<file path="src/rtl/prim_cmp_share_pkg.sv">
// Shared definitions for the shared-comparator scheduler: FSM encoding and datapath widths.
package prim_cmp_share_pkg;

  localparam int CMP_W = 24;
  localparam int OP_W  = 48;

  typedef enum logic [1:0] {
    IDLE = 2'd0,
    HI   = 2'd1,
    LO   = 2'd2,
    RESP = 2'd3
  } cmp_share_state_e;

endpackage

</file>
<file path="src/rtl/prim_arb_rr.sv">
// Round-robin arbiter: first active request at or after ptr, wrapping, wins.
module prim_arb_rr #(
  parameter int N   = 4,
  parameter int IDW = (N > 1) ? $clog2(N) : 1
) (
  input  logic [N-1:0]   i_req,
  input  logic [IDW-1:0] i_ptr,
  output logic [N-1:0]   o_gnt,
  output logic [IDW-1:0] o_gnt_id,
  output logic           o_gnt_valid
);

  logic [IDW:0]   sum;
  logic [IDW-1:0] idx;

  always_comb begin
    o_gnt       = '0;
    o_gnt_id    = '0;
    o_gnt_valid = 1'b0;
    sum         = '0;
    idx         = '0;
    for (int i = 0; i < N; i++) begin
      sum = {1'b0, i_ptr} + (IDW+1)'(i);
      if (sum >= (IDW+1)'(N)) begin
        sum = sum - (IDW+1)'(N);
      end
      idx = sum[IDW-1:0];
      if (!o_gnt_valid && i_req[idx]) begin
        o_gnt[idx]  = 1'b1;
        o_gnt_id    = idx;
        o_gnt_valid = 1'b1;
      end
    end
  end

endmodule

</file>
<file path="src/rtl/prim_cmp_mag_24bit.sv">
// 24-bit magnitude comparator; signed mode flips the sign bit so one unsigned compare serves both.
module prim_cmp_mag_24bit
  import prim_cmp_share_pkg::*;
(
  input  logic [CMP_W-1:0] i_a,
  input  logic [CMP_W-1:0] i_b,
  input  logic             i_signed_en,
  output logic             o_eq,
  output logic             o_gt,
  output logic             o_lt
);

  logic [CMP_W-1:0] a_k;
  logic [CMP_W-1:0] b_k;

  always_comb begin
    a_k  = {i_a[CMP_W-1] ^ i_signed_en, i_a[CMP_W-2:0]};
    b_k  = {i_b[CMP_W-1] ^ i_signed_en, i_b[CMP_W-2:0]};
    o_eq = (a_k == b_k);
    o_gt = (a_k > b_k);
    o_lt = (a_k < b_k);
  end

endmodule

</file>
<file path="src/rtl/prim_cmp_share_ctrl.sv">
// Schedules NUM_REQ requesters onto one 24-bit comparator, doing 48-bit compares high word first.
// PRIM_CMP_SHARE_EARLY_EXIT_EN enables the HI->RESP shortcut when the high words already differ.
module prim_cmp_share_ctrl
  import prim_cmp_share_pkg::*;
#(
  parameter int NUM_REQ = 4,
  parameter int ID_W    = $clog2(NUM_REQ)
) (
  input  logic                           i_clk,
  input  logic                           i_rst,
  input  logic [NUM_REQ-1:0]             i_req_valid,
  output logic [NUM_REQ-1:0]             o_req_ready,
  input  logic [NUM_REQ-1:0][OP_W-1:0]   i_req_a,
  input  logic [NUM_REQ-1:0][OP_W-1:0]   i_req_b,
  input  logic [NUM_REQ-1:0]             i_req_signed,
  output logic                           o_rsp_valid,
  output logic [ID_W-1:0]                o_rsp_id,
  output logic                           o_rsp_eq,
  output logic                           o_rsp_gt,
  output logic                           o_rsp_lt,
  input  logic                           i_rsp_ready,
  output cmp_share_state_e               o_dbg_state
);

  // Request side: o_req_ready[g] is high only in IDLE for the granted requester; a
  // request transfers on the edge where valid and ready are both high. Response side:
  // o_rsp_valid stays high with id/flags held until the edge where i_rsp_ready is high.

  cmp_share_state_e  state_q, state_d;
  logic [ID_W-1:0]   ptr_q, ptr_d;
  logic [ID_W-1:0]   id_q, id_d;
  logic [OP_W-1:0]   a_q, a_d;
  logic [OP_W-1:0]   b_q, b_d;
  logic              sgn_q, sgn_d;
  logic              eq_q, eq_d;
  logic              gt_q, gt_d;
  logic              lt_q, lt_d;
`ifndef PRIM_CMP_SHARE_EARLY_EXIT_EN
  logic              hi_diff_q, hi_diff_d;
  logic              hi_gt_q, hi_gt_d;
  logic              hi_lt_q, hi_lt_d;
`endif

  logic [NUM_REQ-1:0] gnt;
  logic [ID_W-1:0]    gnt_id;
  logic               gnt_valid;

  logic [CMP_W-1:0]   cmp_a;
  logic [CMP_W-1:0]   cmp_b;
  logic               cmp_signed;
  logic               cmp_eq;
  logic               cmp_gt;
  logic               cmp_lt;

  prim_arb_rr #(
    .N   (NUM_REQ),
    .IDW (ID_W)
  ) u_arb (
    .i_req       (i_req_valid),
    .i_ptr       (ptr_q),
    .o_gnt       (gnt),
    .o_gnt_id    (gnt_id),
    .o_gnt_valid (gnt_valid)
  );

  // Low word is the magnitude part of the operand, so only the high pass is signed.
  always_comb begin
    if (state_q == HI) begin
      cmp_a      = a_q[OP_W-1:CMP_W];
      cmp_b      = b_q[OP_W-1:CMP_W];
      cmp_signed = sgn_q;
    end else begin
      cmp_a      = a_q[CMP_W-1:0];
      cmp_b      = b_q[CMP_W-1:0];
      cmp_signed = 1'b0;
    end
  end

  prim_cmp_mag_24bit u_cmp (
    .i_a         (cmp_a),
    .i_b         (cmp_b),
    .i_signed_en (cmp_signed),
    .o_eq        (cmp_eq),
    .o_gt        (cmp_gt),
    .o_lt        (cmp_lt)
  );

  always_comb begin
    state_d   = state_q;
    ptr_d     = ptr_q;
    id_d      = id_q;
    a_d       = a_q;
    b_d       = b_q;
    sgn_d     = sgn_q;
    eq_d      = eq_q;
    gt_d      = gt_q;
    lt_d      = lt_q;
`ifndef PRIM_CMP_SHARE_EARLY_EXIT_EN
    hi_diff_d = hi_diff_q;
    hi_gt_d   = hi_gt_q;
    hi_lt_d   = hi_lt_q;
`endif
    case (state_q)
      IDLE: begin
        if (gnt_valid) begin
          a_d     = i_req_a[gnt_id];
          b_d     = i_req_b[gnt_id];
          sgn_d   = i_req_signed[gnt_id];
          id_d    = gnt_id;
          state_d = HI;
        end
      end
      HI: begin
`ifdef PRIM_CMP_SHARE_EARLY_EXIT_EN
        if (!cmp_eq) begin
          eq_d    = 1'b0;
          gt_d    = cmp_gt;
          lt_d    = cmp_lt;
          state_d = RESP;
        end else begin
          state_d = LO;
        end
`else
        hi_diff_d = !cmp_eq;
        hi_gt_d   = cmp_gt;
        hi_lt_d   = cmp_lt;
        state_d   = LO;
`endif
      end
      LO: begin
`ifdef PRIM_CMP_SHARE_EARLY_EXIT_EN
        eq_d = cmp_eq;
        gt_d = cmp_gt;
        lt_d = cmp_lt;
`else
        if (hi_diff_q) begin
          eq_d = 1'b0;
          gt_d = hi_gt_q;
          lt_d = hi_lt_q;
        end else begin
          eq_d = cmp_eq;
          gt_d = cmp_gt;
          lt_d = cmp_lt;
        end
`endif
        state_d = RESP;
      end
      RESP: begin
        if (i_rsp_ready) begin
          ptr_d   = (id_q == ID_W'(NUM_REQ-1)) ? '0 : id_q + ID_W'(1);
          state_d = IDLE;
        end
      end
      default: state_d = IDLE;
    endcase
  end

  always_ff @(posedge i_clk) begin
    if (i_rst) begin
      state_q   <= IDLE;
      ptr_q     <= '0;
      id_q      <= '0;
      a_q       <= '0;
      b_q       <= '0;
      sgn_q     <= 1'b0;
      eq_q      <= 1'b0;
      gt_q      <= 1'b0;
      lt_q      <= 1'b0;
`ifndef PRIM_CMP_SHARE_EARLY_EXIT_EN
      hi_diff_q <= 1'b0;
      hi_gt_q   <= 1'b0;
      hi_lt_q   <= 1'b0;
`endif
    end else begin
      state_q   <= state_d;
      ptr_q     <= ptr_d;
      id_q      <= id_d;
      a_q       <= a_d;
      b_q       <= b_d;
      sgn_q     <= sgn_d;
      eq_q      <= eq_d;
      gt_q      <= gt_d;
      lt_q      <= lt_d;
`ifndef PRIM_CMP_SHARE_EARLY_EXIT_EN
      hi_diff_q <= hi_diff_d;
      hi_gt_q   <= hi_gt_d;
      hi_lt_q   <= hi_lt_d;
`endif
    end
  end

  assign o_req_ready = (state_q == IDLE) ? gnt : '0;
  assign o_rsp_valid = (state_q == RESP);
  assign o_rsp_id    = id_q;
  assign o_rsp_eq    = eq_q;
  assign o_rsp_gt    = gt_q;
  assign o_rsp_lt    = lt_q;
  assign o_dbg_state = state_q;

endmodule

</file>
<file path="config.mk">
export PLATFORM = sky130hd
export DESIGN_NAME = prim_cmp_share_ctrl
export DESIGN_NICKNAME = d
export VERILOG_FILES = /design/src/rtl/prim_cmp_share_pkg.sv /design/src/rtl/prim_arb_rr.sv /design/src/rtl/prim_cmp_mag_24bit.sv /design/src/rtl/prim_cmp_share_ctrl.sv
export SDC_FILE = /design/constraint.sdc
export NUM_CORES = 1
export LEC_CHECK = 0
export CAP_MARGIN = 10
export CORE_MARGIN = 5
export CORE_UTILIZATION = 34
export CTS_BUF_LIST = sky130_fd_sc_hd__clkbuf_8 sky130_fd_sc_hd__clkbuf_16
export CTS_CLUSTER_DIAMETER = 100
export CTS_CLUSTER_SIZE = 24
export DETAILED_ROUTE_END_ITERATION = 6
export HOLD_SLACK_MARGIN = 0.03
export PLACE_DENSITY = 0.67
export SLEW_MARGIN = 15
export SYNTH_ARGS = -nofsm -noshare
export SYNTH_HDL_FRONTEND = slang
export SYNTH_SLANG_ARGS = --single-unit
export TNS_END_PERCENT = 100
</file>
<file path="constraint.sdc">
create_clock -name i_clk -period 5.6 [get_ports i_clk]
set_input_delay 1.68 -clock i_clk [delete_from_list [all_inputs] [get_ports i_clk]]
set_output_delay 1.68 -clock i_clk [all_outputs]
set_load 0.02 [all_outputs]
</file>
# After elaboration in Yosys (flattened, before gate mapping)
# Index checks and enable logic that the tools add are counted.
# totals
elab_cells,111
regBits,109
inputBits,395
out_inout_bits,12
# classes
magnitude_cmp,15
n_reduce_logical,15
add_sub_neg,8
eq_ne,7
n_bitwise,5
n_mux,49
# op_table
op,n
binary-select mux 48 bit (select 2 bit),2
two-way mux 48 bit,2
two-way mux 24 bit,2
== test 24 bit,1
> comparator 24 bit,1
< comparator 24 bit,1
two-way mux 2 bit,11
two-way mux 4 bit,5
two-way mux 1 bit,17
"< comparator 2 x 3 -> 1 bit, second input constant",5
OR 4 bit,3
binary-select mux 1 bit (select 2 bit),5
"greater-or-equal comparator 3 bit, second input constant",3
demux 1 bit (select 2 bit),4
"greater-or-equal comparator 2 x 1 -> 1 bit, second input constant",4
one-hot mux 2 bit (4 select lines),1
"subtractor 2 x 1 -> 2 bit, second input constant",4
logical AND 1 bit,7
"adder 2 x 2 -> 3 bit, second input constant",2
"== test 2 bit, second input constant",3
AND reduction 2 bit,3
zero test 1 bit,4
"adder 2 x 1 -> 3 bit, second input constant",1
"greater-or-equal comparator 2 x 3 -> 1 bit, second input constant",1
other kinds (6),7

# Logic depth before layout (Yosys ltp)
# depth
depth_word,16
ltp_mapped,15
mapped_depth_nobuf,11

# Cells and area by module
# Synthesis repeated with hierarchy kept, for this count alone.
# unflattened
cells_unflattened,794
area_unflattened_um2,7997.7
# modules_own_cells
module,cells_each,instances,area_per_inst_um2
prim_cmp_share_ctrl,661,1,6951.7
prim_cmp_mag_24bit,88,1,624.3
prim_arb_rr,45,1,421.7

# Worst setup path before layout
# Ideal clock, no wire load.
# synth_timing
path_kind,input -> output
startpoint,input port i_req_valid[2]
endpoint,output port o_req_ready[0]
slack_ps,166
t_arrival_ps,3754
cell_stages,8
n_path_buf,3
cell_sequence,clkbuf_1 > mux4_2 > nor2b_1 > buf_2 > clkbuf_1 > a221o_1 > o21ai_0 > a21boi_0
# synth_via
elab_chain_cells,13
elab_cells_between_ends,25
cone_classes,16 x mux; 3 x bitwise; 6 x reduce/logical
# synth_lines
element,line_no,rtl
from (decl),prim_cmp_share_ctrl.sv:11,"input logic [NUM_REQ-1:0] i_req_valid,"
binary-select mux 1 bit (select 2 bit),prim_arb_rr.sv:28,if (!o_gnt_valid && i_req[idx]) begin
two-way mux 1 bit (not written as such),prim_arb_rr.sv:28,
two-way mux 1 bit,prim_arb_rr.sv:28,
zero test 1 bit,prim_arb_rr.sv:28,
logical AND 1 bit,prim_arb_rr.sv:28,
two-way mux 1 bit,prim_arb_rr.sv:28,
zero test 1 bit,prim_arb_rr.sv:28,
logical AND 1 bit,prim_arb_rr.sv:28,
two-way mux 1 bit,prim_arb_rr.sv:28,
zero test 1 bit,prim_arb_rr.sv:28,
logical AND 1 bit,prim_arb_rr.sv:28,
two-way mux 4 bit (*),prim_arb_rr.sv:28,
two-way mux 4 bit (*),prim_cmp_share_ctrl.sv:192,assign o_req_ready = (state_q == IDLE) ? gnt : '0;
to (decl),prim_cmp_share_ctrl.sv:12,"output logic [NUM_REQ-1:0] o_req_ready,"
# Mark *: on every way between the ends. The rest lies on a longest branch, timed or not. The select of a mux whose other input is x is not followed.

# Final worst setup path
# layout_timing
startpoint,input port i_req_valid[0]
endpoint,output port o_req_ready[3]
# Same word-level chain as after synthesis.

==> run metrics <==
result of the run completed; highest-count cells in the layout ignoring fill and taps sky130_fd_sc_hd__clkdlybuf4s50_1 (401), sky130_fd_sc_hd__mux2i_1 (195), sky130_fd_sc_hd__dfxtp_1 (108); final weighted congestion in routability-driven placement between 0.8 and 0.9; Required @ worst endpoint 3.92 ns; Yosys reg bits about 110; horizontal die dimension about 170 um; count of mapped cells out of synthesis just under 1000; register share of total power 0.272; DP Wirelength 27000 um; worst vdd ir 0.308 mV; launching element of the worst setup path i_req_valid[0]; remaining max-slew budget at the tightest pin 0.410; max cap viols 0; Fin. Hold Viols 0; number of distinct library cells after synthesis 52; switching share of power 0.420; vias 9175; number of buffers inserted by hold repair at cts 0; worst hold path class reg -> reg; Detailed Routing Iterations Pass 1 4; pin count of the biggest net entering global routing 84; DRC marker count from the first detailed-route iteration about 490; # IOs 407; top flip-flop cell by instance count after synthesis sky130_fd_sc_hd__dfxtp_1; area delta synth->final 49.9%; P per Cell Area 359 nW/um2; Clock Latency Late Sink between 0.3 and 0.4 ns; initial standard-cell utilization of the core 0.342; antenna diode count 0; number of enable flip-flop cells after synthesis 0; worst hold margin between 0.4 and 0.5 ns; core footprint 26800 um2; maximum clock insertion buffer count 2; buffer type at the clock tree root sky130_fd_sc_hd__clkbuf_16; mean routed wirelength per cell 20.6 um; DIE AREA approximately 30000 um2; post-synthesis sequential area ratio 0.238; worst setup slack before clock tree synthesis -0.215 ns; part of the cycle the worst path needs 0.982; clock period minus final worst setup slack between 5 and 6 ns; total global-route track usage 0.215; final-stage net count 1760; average vias per placed instance 5.48; combinational share of power 0.596; buffers inserted by post-CTS timing repair 0; critical setup path kind in -> out; Post-DRT Antenna Nets 0; setup repair after global routing missed its margin no; proportion of synthesized flip-flops having asynchronous set or reset 0; via count of the first global-routing pass 9368; startpoint types input pin; Hold Crit Start b_q[0]$_SDFFE_PP0P_; clock tree skew after final layout 0.00953 ns; synthesized cell area 9180 um2; clock slew at the register clock pins of the worst setup and hold paths 0.07 ns; kind of end point of the critical path output pin; most common cell after layout, fill and taps aside sky130_fd_sc_hd__clkdlybuf4s50_1; count of synthesis-stage warnings from yosys 0; maximum fanout along the worst path 9; Port Buffer Count 406; H-Tree Depth 3; total clock buffers created by CTS 9; sink count of the clock tree 109; internal power contribution roughly 2900 uW; data arrival at the endpoint of the critical path 3.82 ns; Setup-failing EPs final 0; worst r2r src ptr_q[1]$_SDFFE_PP0P_; average size of a mapped cell 9.35 um2; floorplan row count 60; proportion of layout cells with a drive suffix above 1 0.116; wire length of the first global-routing pass between 50000 and 60000 um; total net switching power just over 2000 uW; Slew Limit Fails 0; Worst Max-Slew Pin Slew 0.884 ns; sum of overflow across all layers after global routing 0; initial antenna violation count 0; maximum clock frequency 182 MHz; TritonCTS clock tree yes; remaining design rule violation count 0; static leakage power 0.00578 uW; Worst Slack Setup Final 0.103 ns; Die Height 174 um; share of power burned in the clock network 0.132; sum of routed wire length over all layers 34500 um; Mapped Nets around 1400
## state kept, by name (all words and copies together), names as in the netlist, 2 cells and up
register	cells
a_q	48
b_q	48
o_dbg_state	2
o_rsp_id	2
ptr_q	2
## critical path, cell delays in order
cell	delay (ns)
sky130_fd_sc_hd__clkdlybuf4s50_1	0.55
sky130_fd_sc_hd__mux4_2	0.56
sky130_fd_sc_hd__buf_4	0.18
sky130_fd_sc_hd__a221o_1	0.33
sky130_fd_sc_hd__o21ai_0	0.09
sky130_fd_sc_hd__a21boi_0	0.11
sky130_fd_sc_hd__clkdlybuf4s15_1	0.30
## stage by stage
step	utilization	setup TNS, ns	total power [uW]	instances	instance area, um2
after CTS	0.514	0	4990	1674	13800
final	0.513	0	4940	1674	13800
after global routing	0.513	0	5320	1674	13800
after global placement	0.503	-0.669	4290	1659	13500
after floorplan	-	0	3300	982	9180
after detailed placement	0.503	-0.808	4330	1659	13500
## layout make-up
type                    count  area, um2
well taps                 341        427
repair buffers            437       4340
clock inverters             6       71.3
multi-input cells         768       6500
clock buffers               9        225
flip-flops and latches    109       2180
inverters                   4       15.0
fillers                  2527      13000
## power by group through the flow
stage,registers [uW],logic (uW),clock network (uW)
final,1340,2950,653
after global routing,1390,3240,696
after CTS,1350,2970,667
after detailed placement,1370,2960,0
after global placement,1360,2930,0
after floorplan,1260,2040,0
## timing repair
item,in CTS,in global routing
gates resized for setup,4,9
endpoints found under the setup margin,4,4
hold endpoints to repair,0,0
## worst paths after layout
| path | cells after the start | slack [ns] | endpoint |
|---|---|---|---|
| worst max register to register | 12 | 1.74 | b_q[36]$_SDFFE_PP0P_ |
| worst min register to register | 1 | 0.46 | b_q[0]$_SDFFE_PP0P_ |
| worst max-delay path | 7 | 0.10 | o_req_ready[3] |
| worst min-delay path | 1 | 0.46 | b_q[0]$_SDFFE_PP0P_ |
## synthesized netlist by cell type (all sizes together), types with 16 or more instances
library cell / instances / area share
mux2i: 196 / 0.22
dfxtp: 109 / 0.24
o21ai: 74 / 0.041
mux2: 69 / 0.085
nand3b: 68 / 0.056
clkbuf: 58 / 0.025
buf: 43 / 0.031
ha: 36 / 0.049
a21o: 31 / 0.025
o21bai: 31 / 0.025
a221oi: 30 / 0.029
nor3: 27 / 0.015
a211oi: 25 / 0.020
o22ai: 20 / 0.027
o311ai: 20 / 0.019
a21oi: 18 / 0.010
nor2: 17 / 0.0070
nand2: 16 / 0.0065
## cell families (layout without fill, tap and decap cells)
logic type                 after synthesis  in the layout  synth area share
xor gates and xnor gates                 2              2           0.00191
adders and majority gates               36             36            0.0491
AOI/OAI and AO/OA                      280            280             0.224
and+or+nand+nor                        181            181             0.120
DFF                                    109            109             0.238
muxes                                  269            269             0.310
buffers and inverters                  105            456            0.0577
## routing by layer
layer | track usage | wire (um) | vias to the layer above
li1 | - | - | 4486
met1 | 0.276 | 14800 | 4357
met2 | 0.377 | 17100 | 305
met3 | 0.0431 | 2140 | 27
met4 | 0.0416 | 498 | 0
met5 | 0 | 0 | -
No activity file was read; power rests on OpenSTA's default activity.
==> patch, RTL diff (config.mk and constraints unchanged) <==
Take the reset off `a_q` and load it in a clocked block of its own.
--- a/src/rtl/prim_cmp_share_ctrl.sv
+++ b/src/rtl/prim_cmp_share_ctrl.sv
@@ -162,3 +162,2 @@
       id_q      <= '0;
-      a_q       <= '0;
       b_q       <= '0;
@@ -177,3 +176,2 @@
       id_q      <= id_d;
-      a_q       <= a_d;
       b_q       <= b_d;
@@ -189,2 +187,6 @@
     end
+  end
+
+  always_ff @(posedge i_clk) begin
+    a_q <= a_d;
   end
Formal check against the unedited RTL: same outputs for any inputs over 4 cycles, from zero or initial values and one cycle with i_rst high; that may be too few to reach the edited logic, so the function may still have changed.
==> patch against the original RTL <==
Power is 1.8% lower; sequential cell count stayed put; synthesized area is 8.1% lower; first-iteration DRC count is 39% higher; wire length is 5.4% lower; sequential share of layout area is 4.5 points higher; cell area is 5.2% lower; worst setup slack worse by 0.020 ns; critical endpoint is now o_req_ready[2]; largest cell class unchanged; largest power group unchanged.
==> patch: results <==
run_status:
  status: "finished clean"
critical_path:
  worstReg2RegEnd: "b_q[23]"
  slowest_delay_ns: 0.58
  slowest_stage: "mux4_2"
  reg2reg_depth: 11
  worstPathMaxFanout: 6
  r2r-start: "ptr_q[0]"
  cp-startpoint: "i_req_valid[2]"
placement:
  dp_cells: 1733
  place_congestion: 0.843
  place_area_um2: 12700
grt:
  grt_start_max_net_pins: 68
  grt_pass1_wl_um: 49200
  grt_usage_pct: 21.9
  grt_pass1_vias: 8892
power:
  leakage_nw: 5.32
  p_int_w: 0.00290
  seqPwrFrac_pct: 30.1
  cellPowerDensity_nw_per_um2: 372
  peakVddDrop_mv: 0.241
  totalPowerFinal_w: 0.00485
  comb_power_w: 0.00271
min_path:
  min_to: "b_q[18]"
  holdPathStages: 2
clock_tree:
  path_clk_slew_ns: 0.07
logic_synthesis:
  syn_nets: 1497
  synth.top_cells.by_count: "nand2_1 (334), mux2i_1 (71), nand3_1 (71)"
  synth_edf_count: 48
  ys_types: 58
  postSynthCellCount: 1066
  ys_top_cells_by_area: "edfxtp_1 (17%), nand2_1 (15%), dfxtp_1 (14%), mux2i_1 (8.4%), ha_1 (5.3%)"
layout:
  area_delta_synth_final_pct: 54.6
  fillers: 2416
  final-clk-cell-share_pct: 2.41
  post-route-util_pct: 53.5
  final_nets: 1851
  multi_input_area_share_pct: 40.7
  multi_input_gates: 857
  signal_buffers: 434
  inv_count: 9
  design.seq.count: 109
sta:
  hold-worst-slack_ns: 0.455
  tightest_slew_ns: 0.936
  skew_ns: 0.00613
  period_minus_slack_ns: 5.52
route:
  totalWireLength_um: 32700
  post_drt_wl_per_cell_um: 18.7
  vias: 9084
  drt_iter0_drc: 685
## patch: cell count changes after synthesis, moves of 56 or more
cell,before,now
mux2i_1,195,71
nand2_1,16,334
nand3b_1,68,1
nand3_1,15,71
## patch: logic make-up (layout without fill, tap and decap cells)
logic type                 Yosys count  after routing  share of synthesized area [%]
AOI/OAI and AO/OA                  206            206                           17.4
xor gates and xnor gates             2              2                          0.208
adders and majority gates           36             36                           5.34
buffers and inverters              100            459                           5.93
DFF                                109            109                           31.6
muxes                              100            100                           12.8
and+or+nand+nor                    513            513                           26.7
## patch: what timing repair did
action,in CTS,in global routing
setup buffers,0,0
setup endpoints to repair,4,4
endpoints found under the hold margin,0,0
gates resized for setup,4,3
## patch: metal layers
layer	up-vias	GRT usage [%]	part of all wire [%]
met4	0	5.26	1.7
li1	4536	-	-
met3	30	4.90	7.1
met1	4192	27.2	41
met5	-	0	0
met2	326	38.7	50
